**config.mk**
```make
export PLATFORM = sky130hd
export DESIGN_NAME = vector_scoreboard_mu
export DESIGN_NICKNAME = d
export VERILOG_FILES = /design/src/rtl/vector_scoreboard_mu.sv
export SDC_FILE = /design/constraint.sdc
export NUM_CORES = 1
export LEC_CHECK = 0
export BUFFER_PORTS_ARGS = -buffer_cell sky130_fd_sc_hd__buf_2
export CAP_MARGIN = 30
export CORE_MARGIN = 1.5
export CORE_UTILIZATION = 30
export CTS_BUF_LIST = sky130_fd_sc_hd__clkbuf_2 sky130_fd_sc_hd__clkbuf_4 sky130_fd_sc_hd__clkbuf_8
export CTS_CLUSTER_DIAMETER = 40
export DETAILED_ROUTE_END_ITERATION = 6
export HOLD_SLACK_MARGIN = 0.05
export PLACE_DENSITY = 0.56
export SLEW_MARGIN = 10
export SYNTH_ARGS = -nofsm -noshare
export SYNTH_HDL_FRONTEND = slang
export SYNTH_SLANG_ARGS = --single-unit
```
**constraint.sdc**
```tcl
create_clock -name clk -period 4.1 [get_ports clk]
set_clock_uncertainty 0.2 [all_clocks]
set_input_delay 0.205 -clock clk [delete_from_list [all_inputs] [get_ports clk]]
set_output_delay 0.205 -clock clk [all_outputs]
set_load 0.01 [all_outputs]
```
**src/rtl/vector_scoreboard_mu.sv**
```systemverilog
// vector_scoreboard_mu: in-order vector dispatch scoreboard.
//   Tracks a pending bit (and producer kind) per vector register, including
//   mask v0. It also tracks NUM_ALU ALU pipes, each with a multicycle occupancy
//   timer, and a count of in-flight memory operations. One instruction is
//   dispatched per cycle.
//
// Configuration macro: SB_PERF_CNT_EN adds three saturating 32-bit counters:
//   perf_stall_raw, perf_stall_unit and perf_dispatch.
//
// Ports:
//   clk, rst_n                : clock, asynchronous active-low reset
//   issue_*                   : pre-decoded FIFO head (valid, dest, srcs, mask,
//                               class, vset)
//   pop_data                  : consume the FIFO head this cycle
//   dispatch_valid/ready      : handshake to the vector unit
//   dispatch_unit             : lowest free ALU pipe (don't-care for mem ops)
//   alu_done/alu_done_dest    : per-pipe writeback strobes and vregs
//   mem_done/mem_done_dest    : memory completion and its vreg
//   sb_busy                   : any reg pending or any mem op in flight

// One ALU pipe occupancy timer. A multicycle op loads MC_CYCLES-1, so the
// pipe reads free again exactly MC_CYCLES cycles after the push.
module vsb_alu_pipe #(
  parameter int MC_CYCLES = 4
) (
  input  logic clk,
  input  logic rst_n,
  input  logic i_load,
  output logic o_free
);
  localparam int TW = $clog2(MC_CYCLES);

  logic [TW-1:0] r_timer;

  always_ff @(posedge clk or negedge rst_n) begin
    if (!rst_n)                r_timer <= '0;
    else if (i_load)           r_timer <= TW'(MC_CYCLES - 1);
    else if (r_timer != '0)    r_timer <= r_timer - 1'b1;
  end

  assign o_free = (r_timer == '0);
endmodule

module vector_scoreboard_mu #(
  parameter  int REGISTER_NUMBERS = 32,
  parameter  int NUM_ALU          = 2,
  parameter  int MC_CYCLES        = 4,
  parameter  int MEM_OUTSTANDING  = 2,
  localparam int RW               = $clog2(REGISTER_NUMBERS),
  localparam int UW               = (NUM_ALU > 1) ? $clog2(NUM_ALU) : 1
) (
  input  logic                  clk,
  input  logic                  rst_n,
  input  logic                  issue_valid,
  input  logic [RW-1:0]         issue_dest,
  input  logic [RW-1:0]         issue_src_a,
  input  logic                  issue_use_a,
  input  logic [RW-1:0]         issue_src_b,
  input  logic                  issue_use_b,
  input  logic                  issue_masked,
  input  logic [1:0]            issue_class,
  input  logic                  issue_vset,
  output logic                  pop_data,
  output logic                  dispatch_valid,
  input  logic                  dispatch_ready,
  output logic [UW-1:0]         dispatch_unit,
  input  logic [NUM_ALU-1:0]    alu_done,
  input  logic [NUM_ALU*RW-1:0] alu_done_dest,
  input  logic                  mem_done,
  input  logic [RW-1:0]         mem_done_dest,
  output logic                  sb_busy
`ifdef SB_PERF_CNT_EN
  ,
  output logic [31:0]           perf_stall_raw,
  output logic [31:0]           perf_stall_unit,
  output logic [31:0]           perf_dispatch
`endif
);
  localparam int CW = $clog2(MEM_OUTSTANDING + 1);

  typedef enum logic [1:0] {K_ALU = 2'd0, K_LOAD = 2'd1, K_STORE = 2'd2} kind_e;

  logic [REGISTER_NUMBERS-1:0] r_pend;
  kind_e                       r_kind [REGISTER_NUMBERS];
  logic [CW-1:0]               r_mem_cnt;

  logic [REGISTER_NUMBERS-1:0] w_clr, w_avail, w_set;
  logic [NUM_ALU-1:0]          w_pipe_free, w_pipe_load;
  logic [UW-1:0]               w_unit_sel;
  logic                        w_is_mem, w_is_mc, w_unit_ok, w_opnd_ok, w_ready, w_push;
  logic                        w_mem_inc, w_mem_dec;

  // Completion decode. Several strobes hitting one reg simply OR into one clear.
  always_comb begin
    w_clr = '0;
    for (int i = 0; i < NUM_ALU; i++)
      if (alu_done[i]) w_clr[alu_done_dest[i*RW +: RW]] = 1'b1;
    if (mem_done) w_clr[mem_done_dest] = 1'b1;
  end

  // Same-cycle bypass: a reg completing this cycle is already usable.
  assign w_avail = ~r_pend | w_clr;

  for (genvar g = 0; g < NUM_ALU; g++) begin : g_pipe
    vsb_alu_pipe #(.MC_CYCLES(MC_CYCLES)) u_pipe (
      .clk    (clk),
      .rst_n  (rst_n),
      .i_load (w_pipe_load[g]),
      .o_free (w_pipe_free[g])
    );
    assign w_pipe_load[g] = w_push & w_is_mc & (w_unit_sel == UW'(g));
  end

  // Lowest-index free pipe wins; scan downwards so the lowest overwrites last.
  always_comb begin
    w_unit_sel = '0;
    for (int i = NUM_ALU - 1; i >= 0; i--)
      if (w_pipe_free[i]) w_unit_sel = UW'(i);
  end

  assign w_is_mem  = issue_class[1];
  assign w_is_mc   = (issue_class == 2'b01);
  // A mem slot freed by a completion this cycle can be reused immediately.
  assign w_unit_ok = w_is_mem ? ((r_mem_cnt < CW'(MEM_OUTSTANDING)) | mem_done)
                              : (|w_pipe_free);
  assign w_opnd_ok = w_avail[issue_dest]
                   & (!issue_use_a  | w_avail[issue_src_a])
                   & (!issue_use_b  | w_avail[issue_src_b])
                   & (!issue_masked | w_avail[0]);
  assign w_ready   = !issue_vset & w_opnd_ok & w_unit_ok;

  assign dispatch_valid = issue_valid & w_ready;
  assign w_push         = dispatch_valid & dispatch_ready;
  assign pop_data       = w_push | (issue_valid & issue_vset);
  assign dispatch_unit  = w_unit_sel;

  assign w_set = w_push ? (REGISTER_NUMBERS'(1) << issue_dest) : '0;

  // Set after clear: a push to a reg completing in the same cycle stays pending.
  always_ff @(posedge clk or negedge rst_n) begin
    if (!rst_n) r_pend <= '0;
    else        r_pend <= (r_pend & ~w_clr) | w_set;
  end

  always_ff @(posedge clk or negedge rst_n) begin
    if (!rst_n) begin
      for (int r = 0; r < REGISTER_NUMBERS; r++) r_kind[r] <= K_ALU;
    end else if (w_push) begin
      case (issue_class)
        2'b10:   r_kind[issue_dest] <= K_LOAD;
        2'b11:   r_kind[issue_dest] <= K_STORE;
        default: r_kind[issue_dest] <= K_ALU;
      endcase
    end
  end

  // Producer kind is kept for debug visibility only.
  logic w_unused_kind;
  always_comb begin
    w_unused_kind = 1'b0;
    for (int r = 0; r < REGISTER_NUMBERS; r++) w_unused_kind ^= ^r_kind[r];
  end

  // A completion with nothing in flight is ignored so the count never wraps.
  assign w_mem_inc = w_push & w_is_mem;
  assign w_mem_dec = mem_done & (r_mem_cnt != '0);

  always_ff @(posedge clk or negedge rst_n) begin
    if (!rst_n)                      r_mem_cnt <= '0;
    else if (w_mem_inc & !w_mem_dec) r_mem_cnt <= r_mem_cnt + 1'b1;
    else if (w_mem_dec & !w_mem_inc) r_mem_cnt <= r_mem_cnt - 1'b1;
  end

  assign sb_busy = (|r_pend) | (r_mem_cnt != '0);

`ifdef SB_PERF_CNT_EN
  logic w_stall_raw, w_stall_unit;
  assign w_stall_raw  = issue_valid & !issue_vset & !w_opnd_ok;
  assign w_stall_unit = issue_valid & !issue_vset &  w_opnd_ok & !w_unit_ok;

  always_ff @(posedge clk or negedge rst_n) begin
    if (!rst_n) begin
      perf_stall_raw  <= '0;
      perf_stall_unit <= '0;
      perf_dispatch   <= '0;
    end else begin
      if (w_stall_raw  && perf_stall_raw  != '1) perf_stall_raw  <= perf_stall_raw  + 1'b1;
      if (w_stall_unit && perf_stall_unit != '1) perf_stall_unit <= perf_stall_unit + 1'b1;
      if (w_push       && perf_dispatch   != '1) perf_dispatch   <= perf_dispatch   + 1'b1;
    end
  end
`endif
endmodule
```
Yosys cells after proc, flatten, opt, wreduce, memory -nomap -nowiden
Index checks and enable logic that the tools add are counted.

Flip-flop bits (word level): 38. Input port bits: 43. Output and inout bits: 4. Logic and storage cells: 93.

$add $sub $neg: 4. $lt $le $gt $ge: 10. Equal/unequal tests: 1. Shift operators: 1. Multiplexer cells: 25. Bitwise gates (word level): 29. Reductions and logical operators: 19.

Operator list (number): $mux W32 (4); $or A32 B32 Y32 (4); $not A32 Y32 (2); $lt A5 B6 Y1 const B (6); $and A32 B32 Y32 (1); $reduce_or A32 Y1 (1); $shl A1 B5 Y32 const A (1); $and A1 B1 Y1 (15); $bmux W1 S5 (3); $demux W1 S5 (3); $ge A5 B1 Y1 const B (3); $mux W2 (6); $reduce_bool A2 Y1 (6); $mux W1 (9); $logic_not A1 Y1 (6); $or A1 B1 Y1 (6); $sub A2 B1 Y2 const B (3); $logic_not A2 Y1 (2); $logic_and A1 B1 Y1 (3); $add A2 B1 Y2 const B (1); $eq A2 B1 Y1 const B (1); $lt A2 B2 Y1 const B (1); $reduce_or A2 Y1 (1); $not A1 Y1 (1).

Longest topological paths before layout
Gate-level depths: netlist (run 1).

Depth in word-level cells: 25. Gate-level depth with buffers: 15. Gate-level depth less buffers: 13.

Modules after synthesis
Synthesis (run 1) repeated with hierarchy kept, for this count alone.

Cell total of the unflattened synthesis: 442. Area total of the unflattened synthesis: 3562.2 µm².

Modules (own cells, without submodules): vector_scoreboard_mu (times used 1, cells each 422, area an instance 3352.0 µm², seq. area each 850.8 µm²); vsb_alu_pipe (times used 2, cells each 10, area an instance 105.1 µm², seq. area each 50.0 µm²).

Worst setup path after synthesis (run 1)
Ideal clock, no wire load.

Path type: input-to-reg. Start: input port mem_done. End: register r_mem_cnt[1]. Setup time: 125 ps. Arrival: 3009 ps. Required time: 3775 ps. Slack: 766 ps. Stages: 15. Buffers on the path: 2. Path through: buf_4 or4b_4 o21ai_2 a211oi_2 mux4_2 or3_1 nand4_1 nand4_2 nor2_4 buf_4 and2_1 ha_1 xor2_1 nor2_1 xor2_1.

Longest elaborated chain between the ends: 16. Elaborated cells on any way between the ends: 28. Classes of those cells: 9 x mux; 16 x bitwise; 3 x reduce/logical.

RTL lines: start: declaration (line 69) `input logic mem_done,`; $mux W32 (line 98) `if (mem_done) w_clr[mem_done_dest] = 1'b1;`; $or A32 B32 Y32 (line 102) `assign w_avail = ~r_pend | w_clr;`; $bmux W1 S5 (line 127) `& (!issue_use_a | w_avail[issue_src_a])`; $mux W1 (implied by the code) (line 127); $or A1 B1 Y1 (line 127); $and A1 B1 Y1 (line 127); $and A1 B1 Y1 (line 128) `& (!issue_use_b | w_avail[issue_src_b])`; $and A1 B1 Y1 (line 129) `& (!issue_masked | w_avail[0]);`; $and A1 B1 Y1 (2 in a row) (line 130) `assign w_ready = !issue_vset & w_opnd_ok & w_unit_ok;`; $and A1 B1 Y1 (line 132) `assign dispatch_valid = issue_valid & w_ready;`; $and A1 B1 Y1 (line 133) `assign w_push = dispatch_valid & dispatch_ready;`; $and A1 B1 Y1 (line 165) `assign w_mem_inc = w_push & w_is_mem;`; $logic_not A1 Y1 (line 171) `else if (w_mem_dec & !w_mem_inc) r_mem_cnt <= r_mem_cnt - 1'b1;`; $and A1 B1 Y1 (line 171); $reduce_bool A2 Y1 (no line); end signal: assignment (line 170) `else if (w_mem_inc & !w_mem_dec) r_mem_cnt <= r_mem_cnt + 1'b1;`; end signal: assignment (line 171); end: declaration (line 85) `logic [CW-1:0] r_mem_cnt;`.

Parallel ways exist; a longest one is shown, timed or not. The select of a mux whose other input is x is not followed. A chain may end at the register's enable or synchronous reset.

Final worst setup path (run 1)
Start: input port mem_done. End: output port pop_data.

Longest elaborated chain between the ends: 13. Elaborated cells on any way between the ends: 21. Classes of those cells: 8 x mux; 13 x bitwise.

RTL lines: $mux W32 (line 98); $or A32 B32 Y32 (line 102); $bmux W1 S5 (line 127); $mux W1 (implied by the code) (line 127); $or A1 B1 Y1 (line 127); $and A1 B1 Y1 (line 127); $and A1 B1 Y1 (line 128); $and A1 B1 Y1 (line 129); $and A1 B1 Y1 (line 130); $and A1 B1 Y1 (*) (line 130); $and A1 B1 Y1 (*) (line 132); $and A1 B1 Y1 (*) (line 133); $or A1 B1 Y1 (*) (line 134) `assign pop_data = w_push | (issue_valid & issue_vset);`; end: declaration (line 63) `output logic pop_data,`.

Every way passes the cells marked *; elsewhere a longest branch is shown, timed or not. The select of a mux whose other input is x is not followed.

==> results.ini, run 1 <==
[run_status]
status = finished, final reports clean

[clock_tree]
clockBufferDepth = 2
path_clk_slew_ns = 0.07
htreeDepth = 2
cts_made_buffers = 5
cts_setup_buffers = 0
root_buffer = clkbuf_8
clkSinkCount = 38
cts_tree = built
clkLatencyLatePin_ns = 0.29

[power]
p_seq_share_pct = 38.7
vdd_drop_max_v = 0.000239
pwr_density_cell_mw_per_mm2 = 296
leakage_uw = 0.00165
power_frac_comb_pct = 39.2
clock_power_share_pct = 22.0
p_sw_uw = 441
p_sw_share_pct = 36.9
p_int_uw = 755

[setup_path]
path_max_fanout = 35
critPathLaunchType = primary input
critical-path-top-delay-family = compound AO/OA/AOI/OAI gates
worstSetupPathType = in2out
path_buf_inv = 3
cp_slowest_stage_delay_ns = 0.72
path_cells = buf_2 -> or4b_4 -> o21ai_2 -> a211oi_2 -> a2111oi_1 -> nand4_1 -> a2111oi_2 -> nand4_2 -> nor2_4 -> buf_4 -> a21o_1 -> buf_2
cpMaxStageDelayCell = a2111oi_1
cp-end-kind = primary output
worstPathRequired_ns = 3.69
crit_top_cell = buf_2
cp_data_arrival_time_ns = 3.49

[min_path]
hp-class = in2reg

[die]
die_w_um = 112
pin_count = 47
rows = 39
coreArea_mm2 = 0.0115
die_h_um = 112
initial_utilization_pct = 30.8
die_area_mm2 = 0.0124

[timing]
final_hold_viol_count = 0
max_freq_mhz = 257
slew_viol_final = 0
period_share_pct = 94.9
rsz0062_at_grt = false
post-route-min-period_ns = 3.89
setup_viol = 0
worst_pin_slew_ns = 1.05
max_slew_margin_pct = 29.4
totalNegativeSetupSlack_ns = 0

[synth]
syn_inst = 430
yosysSeqAreaShare_pct = 26.9
syn_nets = 476
synth_edf_count = 0
yosys_warnings = 0
syn_area_mm2 = 0.00353
yosys_register_bits = 38
syn_area_per_cell_um2 = 8.22
ys_types = 74
ys.flop_type = dfrtp_1
async_flop_share_pct = 100

[global_routing]
antenna_found_initial = 0
grt_remaining_overflow = 0
grtUsageTotal_pct = 22.5
grt_max_degree = 39
grt_first_pass_wirelength_um = 21700
grt_pass1_vias = 3681

[route]
drcViolationCount = 0
routed_wl_um = 14300
drtPass1Iterations = 6
ant_nets = 0
drtIter0Drc = 542
wl_per_cell_um = 23.2
viasPerCell = 6.46
num_vias = 3997

[layout]
utilization_pct = 35.2
layout.nets = 521
area_growth_pct = 14.3
drive_gt1_share_pct = 25.0
num_antenna_cells = 0

[placement]
dpl.hpwl_um = 11000
portBuffers = 46
gp_congestion = 1.06

[run]
timing.max_cap.violations = 0

-- worst reg2reg max path, cell delays in order (launching register included) --
cell and delay (ns):
dfrtp_1 0.40, inv_1 0.06, ha_1 0.33, o32ai_1 0.16, a2111oi_1 0.65, nand4_1 0.20, a2111oi_2 0.29, nand4_2 0.27
nor2_4 0.17, and2_1 0.13, ha_1 0.25, nor2_1 0.14, xor2_1 0.15
-- synthesized netlist by cell type (5+ instances only) --
cell type | count | area share [%]
nand2_1 | 27 | 2.9
nand2b_1 | 14 | 2.5
a31o_2 | 27 | 6.7
nor3_1 | 16 | 2.3
nand4b_1 | 9 | 2.2
and2_1 | 5 | 0.88
o21ai_0 | 28 | 4.0
a31o_1 | 7 | 1.7
o22ai_1 | 17 | 3.0
a211oi_1 | 8 | 1.7
nand4_1 | 10 | 1.8
o211ai_1 | 5 | 1.1
mux2i_1 | 5 | 1.4
inv_1 | 15 | 1.6
nor2b_1 | 10 | 1.8
nor2_1 | 48 | 5.1
a22oi_1 | 9 | 1.9
dfrtp_1 | 38 | 27
nand3_1 | 10 | 1.4
a21oi_1 | 6 | 0.85
clkbuf_1 | 15 | 1.6
a221oi_1 | 5 | 1.2
and3_1 | 5 | 0.88
nor4_1 | 10 | 1.8
-- area by class of cell --
| type | count | area [um^2] |
|---|---|---|
| timing repair buffer | 60 | 330 |
| clock inverter | 2 | 12.5 |
| fill | 1215 | 7430 |
| sequential | 38 | 951 |
| multi-input combinational | 355 | 2430 |
| inverter | 15 | 56.3 |
| tap | 143 | 179 |
| clock buffer | 6 | 82.6 |
-- metal layers --
layer / vias up / track usage [%] / wire, um
met5: - / 0 / 0
met4: 0 / 10.2 / 766
met3: 43 / 6.48 / 1840
met2: 270 / 33.1 / 5920
met1: 1897 / 30.6 / 5810
li1: 1787 / - / -
-- power groups by stage --
stage                     clock network [uW]  registers [uW]  logic, uW
after floorplan                            0             456        309
final                                    264             463        469
after global routing                     287             469        517
after CTS                                272             463        462
after detailed placement                   0             470        460
after global placement                     0             469        456
-- cells by family (layout without fill, tap and decap cells) --
logic type | Yosys count | after routing | synth area share [%]
adders and majority gates | 3 | 3 | 1.06
AOI/OAI and AO/OA | 147 | 147 | 31.2
buffers and inverters | 37 | 83 | 4.39
DFF | 38 | 38 | 26.9
and+or+nand+nor | 191 | 191 | 31.2
xor gates and xnor gates | 4 | 4 | 0.991
muxes | 10 | 10 | 4.28
-- what timing repair did --
item	in CTS	in global routing
gates resized for setup	0	1
hold buffers	1	0
endpoints found under the hold margin	38	0
endpoints found under the setup margin	0	1
-- metrics by stage --
stage	hold slack, ns	cells	setup slack (ns)	total power [uW]	area, um^2
after floorplan	-0.291	430	0.766	765	3530
after global placement	0.134	607	0.136	924	3920
after detailed placement	0.138	609	0.161	929	3930
after CTS	0.125	618	0.161	1200	4040
after global routing	0.156	619	0.111	1270	4040
final	0.129	619	0.210	1200	4040
-- worst paths after layout --
kind / startpoint / end / slack [ns] / cells after the start
worst max-delay path: mem_done / pop_data / 0.21 / 12
worst min-delay path: issue_class[0] / g_pipe[1].u_pipe.r_timer[1] / 0.13 / 4
worst max register to register: g_pipe[0].u_pipe.r_timer[0] / r_mem_cnt[1] / 0.63 / 12
worst min register to register: r_mem_cnt[1] / r_mem_cnt[1] / 0.32 / 1
max in group asynchronous: rst_n / r_pend[11] / 2.86 / 2
min in group asynchronous: rst_n / g_pipe[1].u_pipe.r_timer[1] / 0.33 / 2
-- cell usage in the layout (no fill, tap or decap), drive strengths merged, types with 14 or more instances in the layout --
| master | n |
|---|---|
| nor2 | 49 |
| nand2 | 27 |
| nor3 | 17 |
| o22ai | 17 |
| a31o | 34 |
| inv | 15 |
| buf | 59 |
| nand2b | 14 |
| dfrtp | 38 |
| o21ai | 30 |
-- registers in the layout, summed over array words and instances, names as in the netlist --
name and count:
r_mem_cnt 2, g_pipe.u_pipe.r_timer 4, r_pend 32
(Power assumes the default switching activity.)
==> inputs of run 2 (changes only) <==
Settings changed: BUFFER_PORTS_ARGS -buffer_cell sky130_fd_sc_hd__buf_2 to -buffer_cell sky130_fd_sc_hd__clkbuf_2, CORE_UTILIZATION 30 to 28, PLACE_DENSITY 0.56 to 0.54.
==> results.ini, run 2 (synthesis gave the netlist of run 1 again) <==
[run_status]
status = finished, final reports clean

[layout]
instances_no_fill = 644  ; +4.0%
fillerInstances = 1284  ; +5.7%
area_growth_pct = 15.8
final_cell_mix = nor2_1 (48), clkbuf_2 (46), dfrtp_1 (38), o21ai_0 (28)
largest_register = r_pend
num_antenna_cells = 0  ; unchanged
largest_register_ffs = 32  ; unchanged
layout.nets = 521  ; unchanged
reg_top3 = r_pend: 32 flops, g_pipe.u_pipe.r_timer: 4 flops, r_mem_cnt: 2 flops
drive_gt1_share_pct = 25.0  ; unchanged
layout_commonest_cell = nor2_1

[global_routing]
grt_pass1_vias = 3739  ; +1.6%
grtUsageTotal_pct = 22.3  ; -0.20 points
grt_remaining_overflow = 0  ; unchanged
grt_max_degree = 39  ; unchanged
grt_first_pass_wirelength_um = 22000  ; +1.1%
antenna_found_initial = 0  ; unchanged

[timing]
rsz0062_at_grt = false
worst_pin_slew_ns = 1.11  ; +0.0570 ns
setup_viol = 0  ; unchanged
setup_ws_ns = 0.260  ; +0.0499 ns
totalNegativeSetupSlack_ns = 0  ; unchanged
period_share_pct = 93.7  ; -1.2 points
final_hold_viol_count = 0  ; unchanged
max_slew_margin_pct = 25.5  ; -3.8 points
worst_hold_slack_ns = 0.0774  ; -0.0519 ns
slew_viol_final = 0  ; unchanged
post-route-min-period_ns = 3.84  ; -0.0498 ns
max_freq_mhz = 260  ; +1.3%

[clock_tree]
clkLatencyLatePin_ns = 0.29  ; about the same
cts_made_buffers = 5  ; unchanged
clkSinkCount = 38  ; unchanged
clockBufferDepth = 2  ; unchanged
cts_tree = built
htreeDepth = 2  ; unchanged
root_buffer = clkbuf_8
path_clk_slew_ns = 0.07  ; about the same

[setup_path]
cp-end-kind = primary output
rr_worst_depth = 13  ; +1
path_buf_inv = 3  ; unchanged
worstSetupPathType = in2out
critPathLaunchType = primary input
cp_slowest_stage_delay_ns = 0.68  ; -0.04 ns
path_cells = clkbuf_2 -> or4b_4 -> nor3_2 -> a211oi_2 -> a2111oi_1 -> nand4_1 -> a2111oi_2 -> nand4_2 -> nor2_4 -> buf_4 -> a21o_1 -> clkbuf_2
worstPathRequired_ns = 3.69  ; about the same
cp_num_cells = 12  ; unchanged
cp_data_arrival_time_ns = 3.44  ; -0.05 ns
crit_top_cell = clkbuf_2
cpMaxStageDelayCell = a2111oi_1
path_max_fanout = 35  ; unchanged
critical-path-top-delay-family = simple AND/OR/NAND/NOR gates

[power]
p_sw_uw = 447  ; +1.3%
pwr_density_cell_mw_per_mm2 = 294  ; -0.67%
p_int_uw = 756  ; +0.18%
power_frac_comb_pct = 39.1  ; about the same
leakage_uw = 0.00166  ; +0.75%
vdd_drop_max_v = 0.000220  ; -8.1%
p_sw_share_pct = 37.1  ; +0.25 points
p_seq_share_pct = 38.7  ; about the same
clock_power_share_pct = 22.1  ; about the same

[die]
die_area_mm2 = 0.0133  ; +6.9%
coreArea_mm2 = 0.0122  ; +6.1%
die_w_um = 115  ; +3.4%
die_h_um = 115  ; +3.4%
rows = 40  ; +2.6%
initial_utilization_pct = 29.1  ; -1.8 points
pin_count = 47  ; unchanged

[route]
ant_nets = 0  ; unchanged
routed_wl_um = 14600  ; +1.8%
wl_per_cell_um = 22.7  ; -2.1%
drcViolationCount = 0  ; unchanged
drtIter0Drc = 488  ; -10%
viasPerCell = 6.19  ; -4.2%
drtPass1Iterations = 5  ; -1
num_vias = 3984  ; -0.33%

[placement]
gp_congestion = 1.02  ; -3.2%
post-place-ws_ns = 0.120  ; -0.0418 ns
dpl.hpwl_um = 11200  ; +1.3%
numPlacedInstances = 634  ; +4.1%
portBuffers = 46  ; unchanged

[run]
timing.max_cap.violations = 0  ; unchanged

[min_path]
hp-class = in2async

[run 2: area by class of cell]
class                   count  area, um^2  area share [%]
flip-flops and latches     38         951            23.2
multi-input cells         355        2430            59.4
clock buffers               6        82.6            2.02
clock inverters             2        12.5           0.306
inverters                  15        56.3            1.38
well taps                 168         210            5.14
repair buffers             60         350            8.56
[run 2: worst reg2reg max path: stages (launching register included)]
cell	delay, ns
dfrtp_1	0.39
inv_1	0.07
ha_1	0.35
o32ai_1	0.16
a2111oi_1	0.61
nand4_1	0.19
a2111oi_2	0.30
nand4_2	0.26
nor2_4	0.16
and2_1	0.13
ha_1	0.15
xor2_1	0.15
nor2_1	0.07
xor2_1	0.13
[run 2: worst paths after layout]
path	start	endpoint	slack, ns
min	rst_n	r_mem_cnt[0]	0.08
min reg2reg	g_pipe[1].u_pipe.r_timer[1]	g_pipe[1].u_pipe.r_timer[1]	0.34
max	alu_done_dest[5]	pop_data	0.26
min in group clk	issue_class[0]	g_pipe[1].u_pipe.r_timer[1]	0.15
max reg2reg	g_pipe[0].u_pipe.r_timer[0]	r_mem_cnt[1]	0.66
max in group asynchronous	rst_n	r_pend[2]	3.22
[run 2: stage by stage]
stage,power (uW),area [um^2],util (%)
finish,1200,4090,33.7
global route,1280,4090,33.7
CTS,1200,4070,33.5
detailed placement,934,3970,32.6
global placement,928,3970,32.6
floorplan,765,3530,-
[run 2: repair_timing]
action | CTS | global route
buffers inserted | 0 | 0
resized for setup | 0 | 1
hold buffers | 1 | 0
endpoints found under the hold margin | 38 | 0
endpoints found under the setup margin | 0 | 1
[run 2: routing by layer]
layer / GRT usage (%) / wire (um)
met5: 0 / 0
met4: 9.71 / 652
met3: 4.80 / 1670
met2: 33.7 / 6200
met1: 30.7 / 6070
[run 2: power by group through the flow]
stage	Sequential (uW)	Clock [uW]	Combinational (uW)
2_1_floorplan	456	0	309
3_3_place_gp	471	0	458
3_5_place_dp	472	0	462
4_1_cts	464	273	465
5_1_grt	472	295	515
6_report	466	266	471
==> inputs of run 3 (changes only) <==
Settings changed: HOLD_SLACK_MARGIN 0.05 to 0.08, PLACE_DENSITY 0.54 to default, PLACE_DENSITY_LB_ADDON from default to 0.05.
==> results.ini, run 3 (synthesis gave the netlist of run 1 again) <==
[layout]
drive_gt1_share_pct = 25.9  ; +0.93 points
instances_no_fill = 650  ; +0.93%
layout.nets = 528  ; +1.3%
num_antenna_cells = 0  ; unchanged
utilization_pct = 34.3  ; +0.65 points
largest_register_ffs = 32  ; unchanged
reg_top3 = r_pend: 32 flops, g_pipe.u_pipe.r_timer: 4 flops, r_mem_cnt: 2 flops
multi_input_area_mm2 = 0.00243  ; about the same
largest_register = r_pend
layout_commonest_cell = nor2_1
final_cell_mix = nor2_1 (48), clkbuf_2 (46), dfrtp_1 (38), o21ai_0 (28)
fillerInstances = 1324  ; +3.1%
regArea_um2 = 951  ; unchanged
area_growth_pct = 18.0

[route]
viasPerCell = 6.18  ; -0.13%
drtPass1Iterations = 5  ; unchanged
drtIter0Drc = 431  ; -12%
routed_wl_um = 15800  ; +8.4%
drcViolationCount = 0  ; unchanged
wl_per_cell_um = 24.3  ; +7.4%
ant_nets = 0  ; unchanged
num_vias = 4016  ; +0.80%

[clock_tree]
hold_buffers = 1  ; unchanged
cts_made_buffers = 5  ; unchanged
path_clk_slew_ns = 0.07  ; about the same
root_buffer = clkbuf_8
clkLatencyLatePin_ns = 0.28  ; about the same
cts_setup_buffers = 0  ; unchanged
cts_tree = built
cts_resized = 0  ; unchanged
htreeDepth = 2  ; unchanged
clockBufferDepth = 2  ; unchanged
clkSinkCount = 38  ; unchanged

[global_routing]
grt_max_degree = 36  ; -7.7%
antenna_found_initial = 0  ; unchanged
grt_first_pass_wirelength_um = 23800  ; +8.6%
grt_pass1_vias = 3887  ; +4.0%
grt_remaining_overflow = 0  ; unchanged
grtUsageTotal_pct = 24.4  ; +2.1 points

[setup_path]
cp_data_arrival_time_ns = 3.31  ; -0.13 ns
worstSetupPathType = in2out
critPathLaunchType = primary input
cp-end-kind = primary output
path_max_fanout = 35  ; unchanged
worstPathRequired_ns = 3.69  ; about the same

[timing]
totalNegativeSetupSlack_ns = 0  ; unchanged
worst_pin_slew_ns = 0.877  ; -0.233 ns
setup_viol = 0  ; unchanged
rsz0062_at_grt = false
max_slew_margin_pct = 41.2  ; +16 points
period_share_pct = 90.7  ; -3.0 points
max_freq_mhz = 269  ; +3.3%
worst_hold_slack_ns = 0.147  ; +0.0694 ns
post-route-min-period_ns = 3.72  ; -0.124 ns
final_hold_viol_count = 0  ; unchanged
slew_viol_final = 0  ; unchanged

[min_path]
hp-class = in2async

[die]
pin_count = 47  ; unchanged
initial_utilization_pct = 29.1  ; unchanged
die_h_um = 115  ; unchanged
rows = 40  ; unchanged
coreArea_mm2 = 0.0122  ; unchanged
die_w_um = 115  ; unchanged
die_area_mm2 = 0.0133  ; unchanged

[run]
timing.max_cap.violations = 0  ; unchanged

[placement]
portBuffers = 46  ; unchanged
gp_congestion = 0.946  ; -7.6%
numPlacedInstances = 642  ; +1.3%
dpl.hpwl_um = 12500  ; +12%

[power]
pwr_density_cell_mw_per_mm2 = 303  ; +3.2%
leakage_uw = 0.00171  ; +2.8%
vdd_drop_max_v = 0.000256  ; +16%

[run_status]
status = finished, final reports clean

-- run 3: cell types whose count changed in the layout (fill, tap and decap cells not counted), sizes merged --
cell,change
clkinvlp,-1
clkinv,-1
bufinv,+1
buf,+7
-- run 3: worst max-delay path, cell delays in order --
cell	delay (ns)
clkbuf_2	0.20
or4b_4	0.54
o21ai_2	0.18
a211oi_2	0.11
a2111oi_0	0.73
nand4_1	0.19
a2111oi_2	0.27
nand4_2	0.24
nor2_4	0.21
buf_12	0.21
a21o_1	0.10
clkbuf_2	0.12
-- run 3: path summary, 6_finish.rpt --
path	start	to	slack, ns	cells after the start
setup / recovery	mem_done	pop_data	0.38	12
hold / removal	rst_n	r_pend[6]	0.15	2
setup reg to reg	g_pipe[0].u_pipe.r_timer[0]	r_mem_cnt[1]	0.54	13
hold reg to reg	r_mem_cnt[1]	r_mem_cnt[1]	0.30	1
max in group asynchronous	rst_n	r_pend[16]	3.11	3
min in group clk	issue_class[0]	g_pipe[1].u_pipe.r_timer[1]	0.15	4
-- run 3: metal layers --
| layer | track usage (%) | vias up | wire (um) |
|---|---|---|---|
| met5 | 0 | - | 0 |
| met4 | 8.97 | 0 | 582 |
| met3 | 3.27 | 42 | 1290 |
| met2 | 39.5 | 240 | 7200 |
| met1 | 33.3 | 1931 | 6750 |
| li1 | - | 1803 | - |
-- run 3: power breakdown --
group,total [uW],switching (uW),internal (uW),leakage [uW]
logic,485,285,200,0.00114
clock network,316,122,195,0.0000573
registers,464,37.5,427,0.000514
-- run 3: through the flow --
step | setup slack, ns | cell area [um^2] | power (uW)
6_report | 0.383 | 4170 | 1270
5_1_grt | 0.239 | 4170 | 1340
4_1_cts | 0.358 | 4170 | 1270
3_5_place_dp | 0.255 | 4050 | 952
3_3_place_gp | 0.260 | 4020 | 956
2_1_floorplan | 0.766 | 3530 | 765
-- run 3: layout make-up --
class	instances	share of cell area (%)
multi-input cells	355	58.2
flip-flops and latches	38	22.8
repair buffers	67	9.90
well taps	168	5.04
clock buffers	6	1.98
inverters	15	1.35
clock inverters	1	0.720
